### src/rtl/dmem_arb_pkg.sv
// Shared types and default widths for the data-memory port arbiter.
package dmem_arb_pkg;

    localparam int unsigned AW_DEF = 8;
    localparam int unsigned DW_DEF = 16;
    localparam int unsigned CNT_W  = 4;
    localparam int unsigned STAT_W = 16;

    // Arbiter states kept as plain constants for legacy tools
    typedef logic [0:0] state_t;
    localparam state_t ST_ARB  = 1'b0;
    localparam state_t ST_LOCK = 1'b1;

    // Owner of the read currently in flight
    typedef enum logic [1:0] {
        OWN_NONE = 2'd0,
        OWN_CPU  = 2'd1,
        OWN_UART = 2'd2
    } owner_e;

endpackage

### src/rtl/dmem_arb_starve_cnt.sv
// UART starvation counter: counts denied cycles, saturates, flags forced win.
module dmem_arb_starve_cnt
    import dmem_arb_pkg::*;
#(
    parameter int unsigned MAX_WAIT = 4
) (
    input  logic clk,
    input  logic reset,
    input  logic uart_req,
    input  logic uart_gnt,
    output logic force_c
);

    logic [CNT_W-1:0] wait_cnt_q, wait_cnt_d;

    assign force_c = (wait_cnt_q == CNT_W'(MAX_WAIT));

    // Next count: clear on grant or idle, else saturating increment
    always_comb begin
        wait_cnt_d = wait_cnt_q;
        if (!uart_req || uart_gnt) begin
            wait_cnt_d = '0;
        end else if (!force_c) begin
            wait_cnt_d = wait_cnt_q + CNT_W'(1);
        end
    end

    // Counter register
    always_ff @(posedge clk or posedge reset) begin
        if (reset) begin
            wait_cnt_q <= '0;
        end else begin
            wait_cnt_q <= wait_cnt_d;
        end
    end

endmodule

### src/rtl/dmem_port_arbiter.sv
// Two-requester (CPU / UART) arbiter for the single-port data memory.
// Optional statistics counters are built when DMEM_ARB_STATS_EN is defined.
module dmem_port_arbiter
    import dmem_arb_pkg::*;
#(
    parameter int unsigned AW       = AW_DEF,
    parameter int unsigned DW       = DW_DEF,
    parameter int unsigned MAX_WAIT = 4
) (
    input  logic          clk,
    input  logic          reset,
    input  logic          cpu_req,
    input  logic          cpu_we,
    input  logic [AW-1:0] cpu_addr,
    input  logic [DW-1:0] cpu_wdata,
    output logic          cpu_stall,
    output logic          cpu_rvalid,
    output logic [DW-1:0] cpu_rdata,
    input  logic          uart_req,
    input  logic          uart_we,
    input  logic          uart_lock,
    input  logic [AW-1:0] uart_addr,
    input  logic [DW-1:0] uart_wdata,
    output logic          uart_gnt,
    output logic          uart_rvalid,
    output logic [DW-1:0] uart_rdata,
    output logic          mem_en,
    output logic          mem_we,
    output logic [AW-1:0] mem_addr,
    output logic [DW-1:0] mem_wdata,
    input  logic [DW-1:0] mem_rdata
`ifdef DMEM_ARB_STATS_EN
    ,
    output logic [STAT_W-1:0] cpu_stall_cnt,
    output logic [STAT_W-1:0] uart_force_cnt
`endif
);

    state_t        state_q, state_d;
    owner_e        owner_q, owner_d;
    logic [DW-1:0] cpu_rdata_q, uart_rdata_q;
    logic          cpu_req_v, uart_req_v;
    logic          cpu_win, uart_win;
    logic          force_c;

    // Requests are masked while reset is held so all outputs read zero
    assign cpu_req_v  = cpu_req  & ~reset;
    assign uart_req_v = uart_req & ~reset;

    dmem_arb_starve_cnt #(
        .MAX_WAIT (MAX_WAIT)
    ) u_starve (
        .clk      (clk),
        .reset    (reset),
        .uart_req (uart_req_v),
        .uart_gnt (uart_win),
        .force_c  (force_c)
    );

    // Winner selection: LOCK serves only the UART; ARB is CPU-first unless starved
    always_comb begin
        cpu_win  = 1'b0;
        uart_win = 1'b0;
        if (state_q == ST_LOCK) begin
            uart_win = uart_req_v;
        end else if (uart_req_v && force_c) begin
            uart_win = 1'b1;
        end else if (cpu_req_v) begin
            cpu_win = 1'b1;
        end else if (uart_req_v) begin
            uart_win = 1'b1;
        end
    end

    // Zero-latency memory command from the winner
    always_comb begin
        mem_en    = cpu_win | uart_win;
        mem_we    = 1'b0;
        mem_addr  = '0;
        mem_wdata = '0;
        if (cpu_win) begin
            mem_we    = cpu_we;
            mem_addr  = cpu_addr;
            mem_wdata = cpu_wdata;
        end else if (uart_win) begin
            mem_we    = uart_we;
            mem_addr  = uart_addr;
            mem_wdata = uart_wdata;
        end
    end

    assign uart_gnt  = uart_win;
    assign cpu_stall = cpu_req_v & ~cpu_win;

    // Next state and read ownership
    always_comb begin
        state_d = state_q;
        owner_d = OWN_NONE;
        case (state_q)
            ST_ARB:  if (uart_win && uart_lock) state_d = ST_LOCK;
            ST_LOCK: if (!uart_lock && (!uart_req_v || uart_win)) state_d = ST_ARB;
            default: state_d = ST_ARB;
        endcase
        if (cpu_win && !cpu_we) begin
            owner_d = OWN_CPU;
        end else if (uart_win && !uart_we) begin
            owner_d = OWN_UART;
        end
    end

    // State, owner and held read data
    always_ff @(posedge clk or posedge reset) begin
        if (reset) begin
            state_q      <= ST_ARB;
            owner_q      <= OWN_NONE;
            cpu_rdata_q  <= '0;
            uart_rdata_q <= '0;
        end else begin
            state_q <= state_d;
            owner_q <= owner_d;
            if (owner_q == OWN_CPU)  cpu_rdata_q  <= mem_rdata;
            if (owner_q == OWN_UART) uart_rdata_q <= mem_rdata;
        end
    end

    // Return data is visible in the rvalid cycle, then held by the register
    assign cpu_rvalid  = (owner_q == OWN_CPU);
    assign uart_rvalid = (owner_q == OWN_UART);
    assign cpu_rdata   = cpu_rvalid  ? mem_rdata : cpu_rdata_q;
    assign uart_rdata  = uart_rvalid ? mem_rdata : uart_rdata_q;

`ifdef DMEM_ARB_STATS_EN
    logic [STAT_W-1:0] cpu_stall_cnt_q, uart_force_cnt_q;

    // Saturating statistics counters
    always_ff @(posedge clk or posedge reset) begin
        if (reset) begin
            cpu_stall_cnt_q  <= '0;
            uart_force_cnt_q <= '0;
        end else begin
            if (cpu_stall && (cpu_stall_cnt_q != '1)) begin
                cpu_stall_cnt_q <= cpu_stall_cnt_q + STAT_W'(1);
            end
            if (uart_win && force_c && (state_q == ST_ARB) && (uart_force_cnt_q != '1)) begin
                uart_force_cnt_q <= uart_force_cnt_q + STAT_W'(1);
            end
        end
    end

    assign cpu_stall_cnt  = cpu_stall_cnt_q;
    assign uart_force_cnt = uart_force_cnt_q;
`endif

endmodule

### config.mk
export PLATFORM = sky130hd
export DESIGN_NAME = dmem_port_arbiter
export DESIGN_NICKNAME = d
export VERILOG_FILES = /design/src/rtl/dmem_arb_pkg.sv /design/src/rtl/dmem_arb_starve_cnt.sv /design/src/rtl/dmem_port_arbiter.sv
export SDC_FILE = /design/constraint.sdc
export NUM_CORES = 1
export LEC_CHECK = 0
export CAP_MARGIN = 20
export CORE_UTILIZATION = 31
export CTS_BUF_LIST = sky130_fd_sc_hd__clkbuf_8 sky130_fd_sc_hd__clkbuf_16
export CTS_CLUSTER_DIAMETER = 200
export CTS_CLUSTER_SIZE = 20
export DETAILED_ROUTE_END_ITERATION = 10
export PLACE_DENSITY = 0.76
export SLEW_MARGIN = 20
export SYNTH_ARGS = -nofsm -noshare
export SYNTH_HDL_FRONTEND = slang
export SYNTH_SLANG_ARGS = --single-unit
### constraint.sdc
create_clock -name clk -period 1.95 [get_ports clk]
set_clock_uncertainty 0.05 [all_clocks]
set_input_delay 0.195 -clock clk [delete_from_list [all_inputs] [get_ports clk]]
set_output_delay 0.195 -clock clk [all_outputs]
set_load 0.05 [all_outputs]
==> metrics.yaml, run 1 <==
path_clk_slew_ns: 0.07
wirelength_um: 6160
gp_congestion: 0.787
initial_core_util_pct: 32.7
fp.dieH_um: 78.9
met1_length_um: 2200
grt_use_total_pct: 19.6
dr_wl_met2_um: 3180
drt_iter0_drc: 20
grt_pass1_wl_um: 9030
hold_class: "in2reg"
first_global_vias: 1809
slew_violations: 0
avgSynthCellArea_um2: 13.5
crit_fanout: 13
startpoint: "u_starve.wait_cnt_q[1]"
setup_ws_ns: -0.206
start_kind: "flop"
yosysUniqueCellTypes: 24
clock-sinks: 39
die_w_um: 78.9
grt_max_degree: 40
drc: 0
synth_warnings: 0
wl_per_cell_um: 17.4
core-area_mm2: 0.00561
fin_cells: 355
synth_top_cell_area_share_pct: 53.3
cts_tree: "yes"
hold_viol: 0
reg2reg_from: "state_q"
top_layer_used: "met4"
required_ns: 1.70
ys_seq_area_share_pct: 53.3
ir_worst_vdd_v: 0.000657
synthCells: 136
htree_levels: 2
synth_fp_nets: 209
p_leak_nw: 1.73
total_power_mw: 3.21
worstPathArrival_ns: 1.91
nets: 355
crit_path_end_kind: "output port"
fmax_ghz: 0.464
drv_cap: 0
synth_top_cell_by_area: "dfrtp_1"
root_buffer: "clkbuf_8"
synth.area.top_cells: "dfrtp_1, mux2_2, a22o_1, buf_2, ha_1"
slew_headroom_pct: 67.4
period_needed_ns: 2.16
num_rows: 27
min-delay-start: "uart_lock"
die_area_mm2: 0.00622
clk-insertion-delay-late_ns: 0.28
ctsHoldBuffers: 0
pin_count: 133
synth.ff_latch_count: 39
cts_buffers: 5
drive_gt1_share_pct: 52.3
grt_overflow: 0
power-per-cell-area_mw_per_mm2: 819
synthToLayoutAreaGrowth_pct: 114
syn_area_mm2: 0.00183
antenna_left: 0
final-setup-viol-count: 26
met3_length_um: 694
port_buffers: 132
whs_ns: 0.400
post-place-cells: 342
dp.final_hpwl_um: 4490
worst_pin_slew_ns: 0.489
antenna_found_initial: 0
via_per_inst: 4.83
drtPass1Iterations: 4
num_vias: 1713
grt_setup_unrepaired: "yes"
crit_type: "reg2out"
fin_crit_sh_pct: 111
diodes: 0
outcome: "complete, but fails checks"
violations: "negative setup slack"
cts_buffer_depth: 2
where the power goes:
group	switching (mW)	total, mW	internal [mW]
Sequential	0.0361	0.999	0.963
Clock	0.245	0.485	0.240
Combinational	1.02	1.72	0.703
routing by layer:
metal | global-route usage (%) | up-vias
li1 | - | 792
met1 | 20.7 | 823
met2 | 34.5 | 92
met3 | 9.54 | 6
met4 | 5.45 | 0
met5 | 0 | -
cell usage after synthesis:
cell / number
ha_1: 2
nor2b_1: 2
buf_6: 2
and2b_1: 1
a22o_1: 25
dfrtp_1: 39
buf_4: 1
inv_1: 5
buf_2: 6
nor3_1: 4
nand2b_1: 2
nor3b_1: 2
a21oi_1: 2
or3b_4: 1
o21a_1: 1
xnor2_1: 1
and3b_1: 1
a31oi_4: 1
nand2_1: 2
nand3b_1: 1
nand3_1: 1
mux2_2: 32
a21oi_2: 1
xor2_1: 1
critical path: stages, from the launching register on:
cell and delay (ns):
dfrtp_1 0.39, inv_2 0.07, ha_4 0.13, and3b_2 0.22, a31oi_4 0.10, buf_12 0.15
buf_16 0.15, a22o_4 0.26, buf_12 0.15
state kept, by name (all words and copies together), names as in the netlist:
name / cells
cpu_rdata_q: 16
u_starve.wait_cnt_q: 4
state_q: 1
owner_q: 2
uart_rdata_q: 16
cell families (layout without fill, tap and decap cells):
group                    after synthesis  count (layout)  share of synthesized area (%)
flip-flops                            39              39                           53.3
AND/OR/NAND/NOR                       17              17                           5.87
adder cells (fa/ha/maj)                2               2                           1.37
buffers and inverters                 14             161                           4.30
multiplexers                          32              32                           19.7
AO/OA/AOI/OAI                         30              30                           14.5
XOR/XNOR                               2               2                          0.956
what timing repair did:
| item | CTS | global route |
|---|---|---|
| resized for setup | 13 | 16 |
| endpoints found under the setup margin | 27 | 27 |
| buffers inserted | 2 | 1 |
| pin swaps | 2 | 26 |
| gates cloned | 1 | 1 |
layout make-up:
class | count | area, µm²
multi-input combinational | 83 | 991
sequential | 39 | 976
clock inverter | 3 | 12.5
timing repair buffer | 148 | 1750
inverter | 5 | 22.5
clock buffer | 5 | 68.8
tap | 72 | 90.1
fill | 410 | 1690
through the flow:
step	utilization, %	setup slack, ns	area [µm²]	TNS (ns)
2_1_floorplan	-	-0.0908	1860	-0.0908
3_3_place_gp	63.4	-0.0825	3560	-1.85
3_5_place_dp	63.4	-0.0967	3560	-2.20
4_1_cts	67.0	-0.212	3760	-4.63
5_1_grt	69.8	-0.289	3910	-6.86
6_report	69.8	-0.206	3910	-4.70
cell usage in the layout, fill, tap and decap left out, types with 2 or more instances in the layout:
cell type	Yosys	final
nand2_1	2	2
clkdlybuf4s50_1	0	70
a22o_1	25	3
inv_2	0	2
a22o_4	0	22
mux2_2	32	32
a21oi_1	2	2
nor3_1	4	4
buf_4	1	41
clkbuf_8	0	5
dfrtp_1	39	39
buf_12	0	34
nand2b_1	2	2
inv_1	5	4
worst paths after layout:
kind                               endpoint  cells past startpoint  slack (ns)
max in group asynchronous  uart_rdata_q[15]                      4        0.94
max reg2reg                      owner_q[0]                      5        0.41
min in group asynchronous           state_q                      4        0.55
max                             mem_addr[6]                      8       -0.21
min                                 state_q                      2        0.40
min reg2reg                uart_rdata_q[12]                      1        0.45
(Power assumes the default switching activity.)
==> run 2, diff against run 1 <==
--- a/config.mk
+++ b/config.mk
@@ -12,6 +12,7 @@
 export CTS_CLUSTER_SIZE = 20
 export DETAILED_ROUTE_END_ITERATION = 10
 export PLACE_DENSITY = 0.76
+export RECOVER_POWER = 100
 export SLEW_MARGIN = 20
 export SYNTH_ARGS = -nofsm -noshare
 export SYNTH_HDL_FRONTEND = slang
==> metrics.yaml, run 2 (synthesized netlist as in run 1, its figures left out) <==
drv_cap: 0
num_vias: 1726
post-place-cells: 342
fin_util_pct: 68.9
pin_count: 133
ctsHoldBuffers: 0
grt_use_total_pct: 19.6
final_common_cell: "clkdlybuf4s50_1"
final-setup-viol-count: 58
worst_pin_slew_ns: 0.948
cp_cell_sequence: "inv_2, ha_4, and3b_2, a31oi_4, buf_12, buf_16, a22o_4, buf_12"
cts_tree: "yes"
period_needed_ns: 2.15
fmax_ghz: 0.464
whs_ns: 0.400
antenna_left: 0
cts_buffers: 5
crit_slowest_cell: "dfrtp_1"
required_ns: 1.70
top_regs: "cpu_rdata_q: 16 flops, uart_rdata_q: 16 flops, u_starve.wait_cnt_q: 4 flops"
mostFrequentLayoutCells: "clkdlybuf4s50_1, dfrtp_1, buf_4"
num_rows: 27
drive_gt1_share_pct: 42.8
root_buffer: "clkbuf_8"
diodes: 0
worst_path_most_repeated_cell: "buf_12"
outcome: "complete, but fails checks"
total_power_mw: 3.17
power-per-cell-area_mw_per_mm2: 820
antenna_found_initial: 0
worstPathArrival_ns: 1.91
hold_class: "in2reg"
grt_pass1_wl_um: 9030
gp_congestion: 0.787
slowest_delay_ns: 0.39
grt_max_degree: 40
drtPass1Iterations: 4
slew_violations: 0
drc: 0
drt_iter0_drc: 21
fin_cells: 355
crit_type: "reg2out"
via_per_inst: 4.86
p_leak_nw: 1.72
start_kind: "flop"
post_dp_cell_area_mm2: 0.00356
crit_path_end_kind: "output port"
grt_setup_unrepaired: "yes"
post-route-cell-area_mm2: 0.00386
fp.dieH_um: 78.9
crit_fanout: 13
wirelength_um: 6180
slew_headroom_pct: 36.8
nets: 355
violations: "negative setup slack"
setup_ws_ns: -0.204
hold_viol: 0
ir_worst_vdd_v: 0.000653
first_global_vias: 1809
grt_overflow: 0
clock-sinks: 39
core-area_mm2: 0.00561
clk-insertion-delay-late_ns: 0.28
fin_crit_sh_pct: 110
cts_buffer_depth: 2
pre_cts_slack_ns: -0.0967
initial_core_util_pct: 32.7
port_buffers: 132
dp.final_hpwl_um: 4490
wl_per_cell_um: 17.4
setup_tns_ns: -6.11
die_w_um: 78.9
synthToLayoutAreaGrowth_pct: 111
path_clk_slew_ns: 0.07
htree_levels: 2
hold_depth: 2
r2r_cells: 5
die_area_mm2: 0.00622
==> run 2: where the power goes <==
group          switching [mW]  total, mW  internal [mW]
clock                   0.246      0.486          0.240
combinational            1.02       1.68          0.667
sequential             0.0351      0.998          0.963
==> run 2: final cells by class <==
type / instances / area (µm²)
repair buffers: 148 / 1710
inverters: 5 / 20.0
clock inverters: 3 / 12.5
flip-flops and latches: 39 / 976
fillers: 421 / 1740
well taps: 72 / 90.1
multi-input cells: 83 / 991
clock buffers: 5 / 68.8
==> run 2: critical path, delay by kind of cell, from the launching register on <==
kind	cells	cell delay, ns
flops	1	0.39
compound gates	2	0.36
buf+inv	4	0.52
fa+ha+maj	1	0.13
simple gates	1	0.22
==> run 2: path summary, 6_finish.rpt <==
check	startpoint	slack, ns	endpoint
worst max-delay path	u_starve.wait_cnt_q[1]	-0.20	mem_addr[6]
worst min-delay path	uart_lock	0.40	state_q
worst max register to register	state_q	0.41	owner_q[0]
worst min register to register	cpu_rdata_q[2]	0.44	cpu_rdata_q[2]
max in group asynchronous	reset	0.47	uart_rdata_q[15]
min in group asynchronous	reset	0.79	state_q
==> run 2: routing by layer <==
layer,share of wire (%),track usage [%],up-vias
met1,36,20.7,837
met3,11,9.54,6
li1,-,-,791
met4,1.5,5.45,0
met5,0,0,-
met2,51,34.5,92
==> run 2: repair_timing <==
action	4_1_cts	5_1_grt
hold endpoints to repair	0	0
pin swaps	2	26
resized for setup	13	16
cloned	1	1
setup endpoints to repair	27	27
buffers inserted	2	1
==> run 3, diff against run 2 <==
--- a/config.mk
+++ b/config.mk
@@ -11,7 +11,7 @@
 export CTS_CLUSTER_DIAMETER = 200
 export CTS_CLUSTER_SIZE = 20
 export DETAILED_ROUTE_END_ITERATION = 10
-export PLACE_DENSITY = 0.76
+export PLACE_DENSITY = 0.81
 export RECOVER_POWER = 100
 export SLEW_MARGIN = 20
 export SYNTH_ARGS = -nofsm -noshare
==> constraint.sdc (replaced) <==
create_clock -name clk -period 1.78 [get_ports clk]
set_clock_uncertainty 0.05 [all_clocks]
set_input_delay 0.178 -clock clk [delete_from_list [all_inputs] [get_ports clk]]
set_output_delay 0.178 -clock clk [all_outputs]
set_load 0.05 [all_outputs]
==> metrics.yaml, run 3 (synthesized netlist as in run 1, its figures left out) <==
fin_crit_sh_pct: 118
crit_slowest_cell: "dfrtp_1"
top_regs: "cpu_rdata_q: 16 flops, uart_rdata_q: 16 flops, u_starve.wait_cnt_q: 4 flops"
port_buffers: 132
swShare_pct: 36.3
ir_worst_vdd_v: 0.000720
clock-sinks: 39
met1_usage_pct: 22.1
final-setup-viol-count: 59
rrSetupSlack_ns: 0.23
regArea_um2: 977
die_area_mm2: 0.00622
clkPwrFrac_pct: 19.8
grt_use_total_pct: 20.5
p_int_mw: 2.71
r2r_cells: 6
multi_input_area_mm2: 0.00107
num_rows: 27
path_clk_slew_ns: 0.07
drc: 0
slew_headroom_pct: 36.5
crit_type: "reg2out"
crit_family: "buffers and inverters"
required_ns: 1.55
cts_tree: "yes"
clk-insertion-delay-late_ns: 0.28
diodes: 0
synthToLayoutAreaGrowth_pct: 142
fin_util_pct: 79.2
drive_gt1_share_pct: 47.6
reg2reg_from: "u_starve.wait_cnt_q[0]"
htree_levels: 2
hold_viol: 0
dp.final_hpwl_um: 4370
min-delay-start: "uart_lock"
slowest_delay_ns: 0.38
antenna_left: 0
first_global_vias: 1944
violations: "negative setup slack"
grt_overflow: 0
setup_ws_ns: -0.328
cts_buffers: 5
grt_pass1_wl_um: 9810
antenna_found_initial: 0
crit_path_end_kind: "output port"
cts_buffer_depth: 2
critical_path_cell_count: 7
drv_cap: 0
final_common_cell: "clkdlybuf4s50_1"
grt-busiest-layer: "met2"
period_needed_ns: 2.11
r2r_end: "owner_q[0]"
nets: 360
power_frac_seq_pct: 26.0
ctsHoldBuffers: 0
hold-path-endpoint: "state_q"
worst_pin_slew_ns: 0.953
die_w_um: 78.9
grt_setup_unrepaired: "yes"
num_vias: 1755
pin_count: 133
crit_fanout: 13
worst-path-buf-inv: 3
comb_power_share_pct: 54.3
initial_core_util_pct: 32.7
total_power_mw: 4.25
hold_class: "in2reg"
fmax_ghz: 0.474
grt_max_degree: 40
pre_cts_slack_ns: -0.290
met3_usage_pct: 8.16
wl_per_cell_um: 17.7
start_kind: "flop"
core-area_mm2: 0.00561
gp_congestion: 0.739
use_met2_pct: 37.8
drtPass1Iterations: 4
whs_ns: 0.385
root_buffer: "clkbuf_8"
slew_violations: 0
power-per-cell-area_mw_per_mm2: 957
worstPathArrival_ns: 1.88
p_sw_mw: 1.54
fp.dieH_um: 78.9
outcome: "complete, but fails checks"
hold_depth: 2
cp_cell_sequence: "inv_1, ha_2, and3b_2, a31oi_4, clkbuf_16, a22o_4, buf_12"
p_leak_nw: 1.97
via_per_inst: 4.88
wirelength_um: 6380
mostFrequentLayoutCells: "clkdlybuf4s50_1, buf_12, dfrtp_1"
drt_iter0_drc: 37
n_fill_cell: 344
## run 3: changes by cell type in the layout (fill, tap and decap cells not counted), sizes merged
cell    change
buf         +7
bufinv      +2
clkbuf      -2
clkinv      -1
inv         -1
## run 3: worst max-delay path by stage
stage,from,endpoint,slack (ns)
2_1_floorplan,reset,mem_wdata[10],-0.07
3_3_place_gp,cpu_req,mem_wdata[2],-0.26
3_5_place_dp,cpu_req,mem_wdata[2],-0.29
4_1_cts,u_starve.wait_cnt_q[0],mem_we,-0.34
6_report,u_starve.wait_cnt_q[0],mem_wdata[9],-0.33
5_1_grt,u_starve.wait_cnt_q[0],mem_wdata[9],-0.40
## run 3: worst register-to-register path, stage by stage, from the launching register on
cell and delay, ns:
dfrtp_1 0.35, inv_1 0.05, ha_2 0.18, and3b_2 0.24, a31oi_4 0.26, clkbuf_16 0.23, and2b_1 0.13
## run 3: cell type report
type                            instances  share of cell area [%]
Sequential cell                        39                    22.0
Inverter                                5                   0.451
Timing Repair Buffer                  153                    48.5
Tap cell                               72                    2.03
Clock buffer                            5                    1.55
Clock inverter                          3                    1.44
Multi-Input combinational cell         83                    24.0
## run 3: stage by stage
step	instance area, µm²	TNS (ns)	instances
final	4440	-11.30	360
after global routing	4440	-15.42	360
after CTS	4320	-8.67	357
after detailed placement	3910	-6.57	341
after global placement	3910	-5.76	341
after floorplan	2010	-1.38	136
## run 3: what timing repair did
action	in CTS	in global routing
pin swaps	2	3
setup endpoints to repair	43	59
gates cloned	3	3
gates resized for setup	38	27
setup buffers	5	1
## run 3: power groups by stage
stage	registers, mW	logic (mW)	clock network [mW]
6_report	1.10	2.31	0.840
5_1_grt	1.12	2.39	0.905
4_1_cts	1.10	2.28	0.870
3_5_place_dp	1.11	2.13	0
3_3_place_gp	1.10	2.10	0
2_1_floorplan	1.10	1.15	0
## run 3: layer usage
metal  vias up  part of all wire, %
li1        808                    -
met1       851                   38
met2        94                   53
met3         2                  9.4
met4         0                 0.13
met5         -                    0
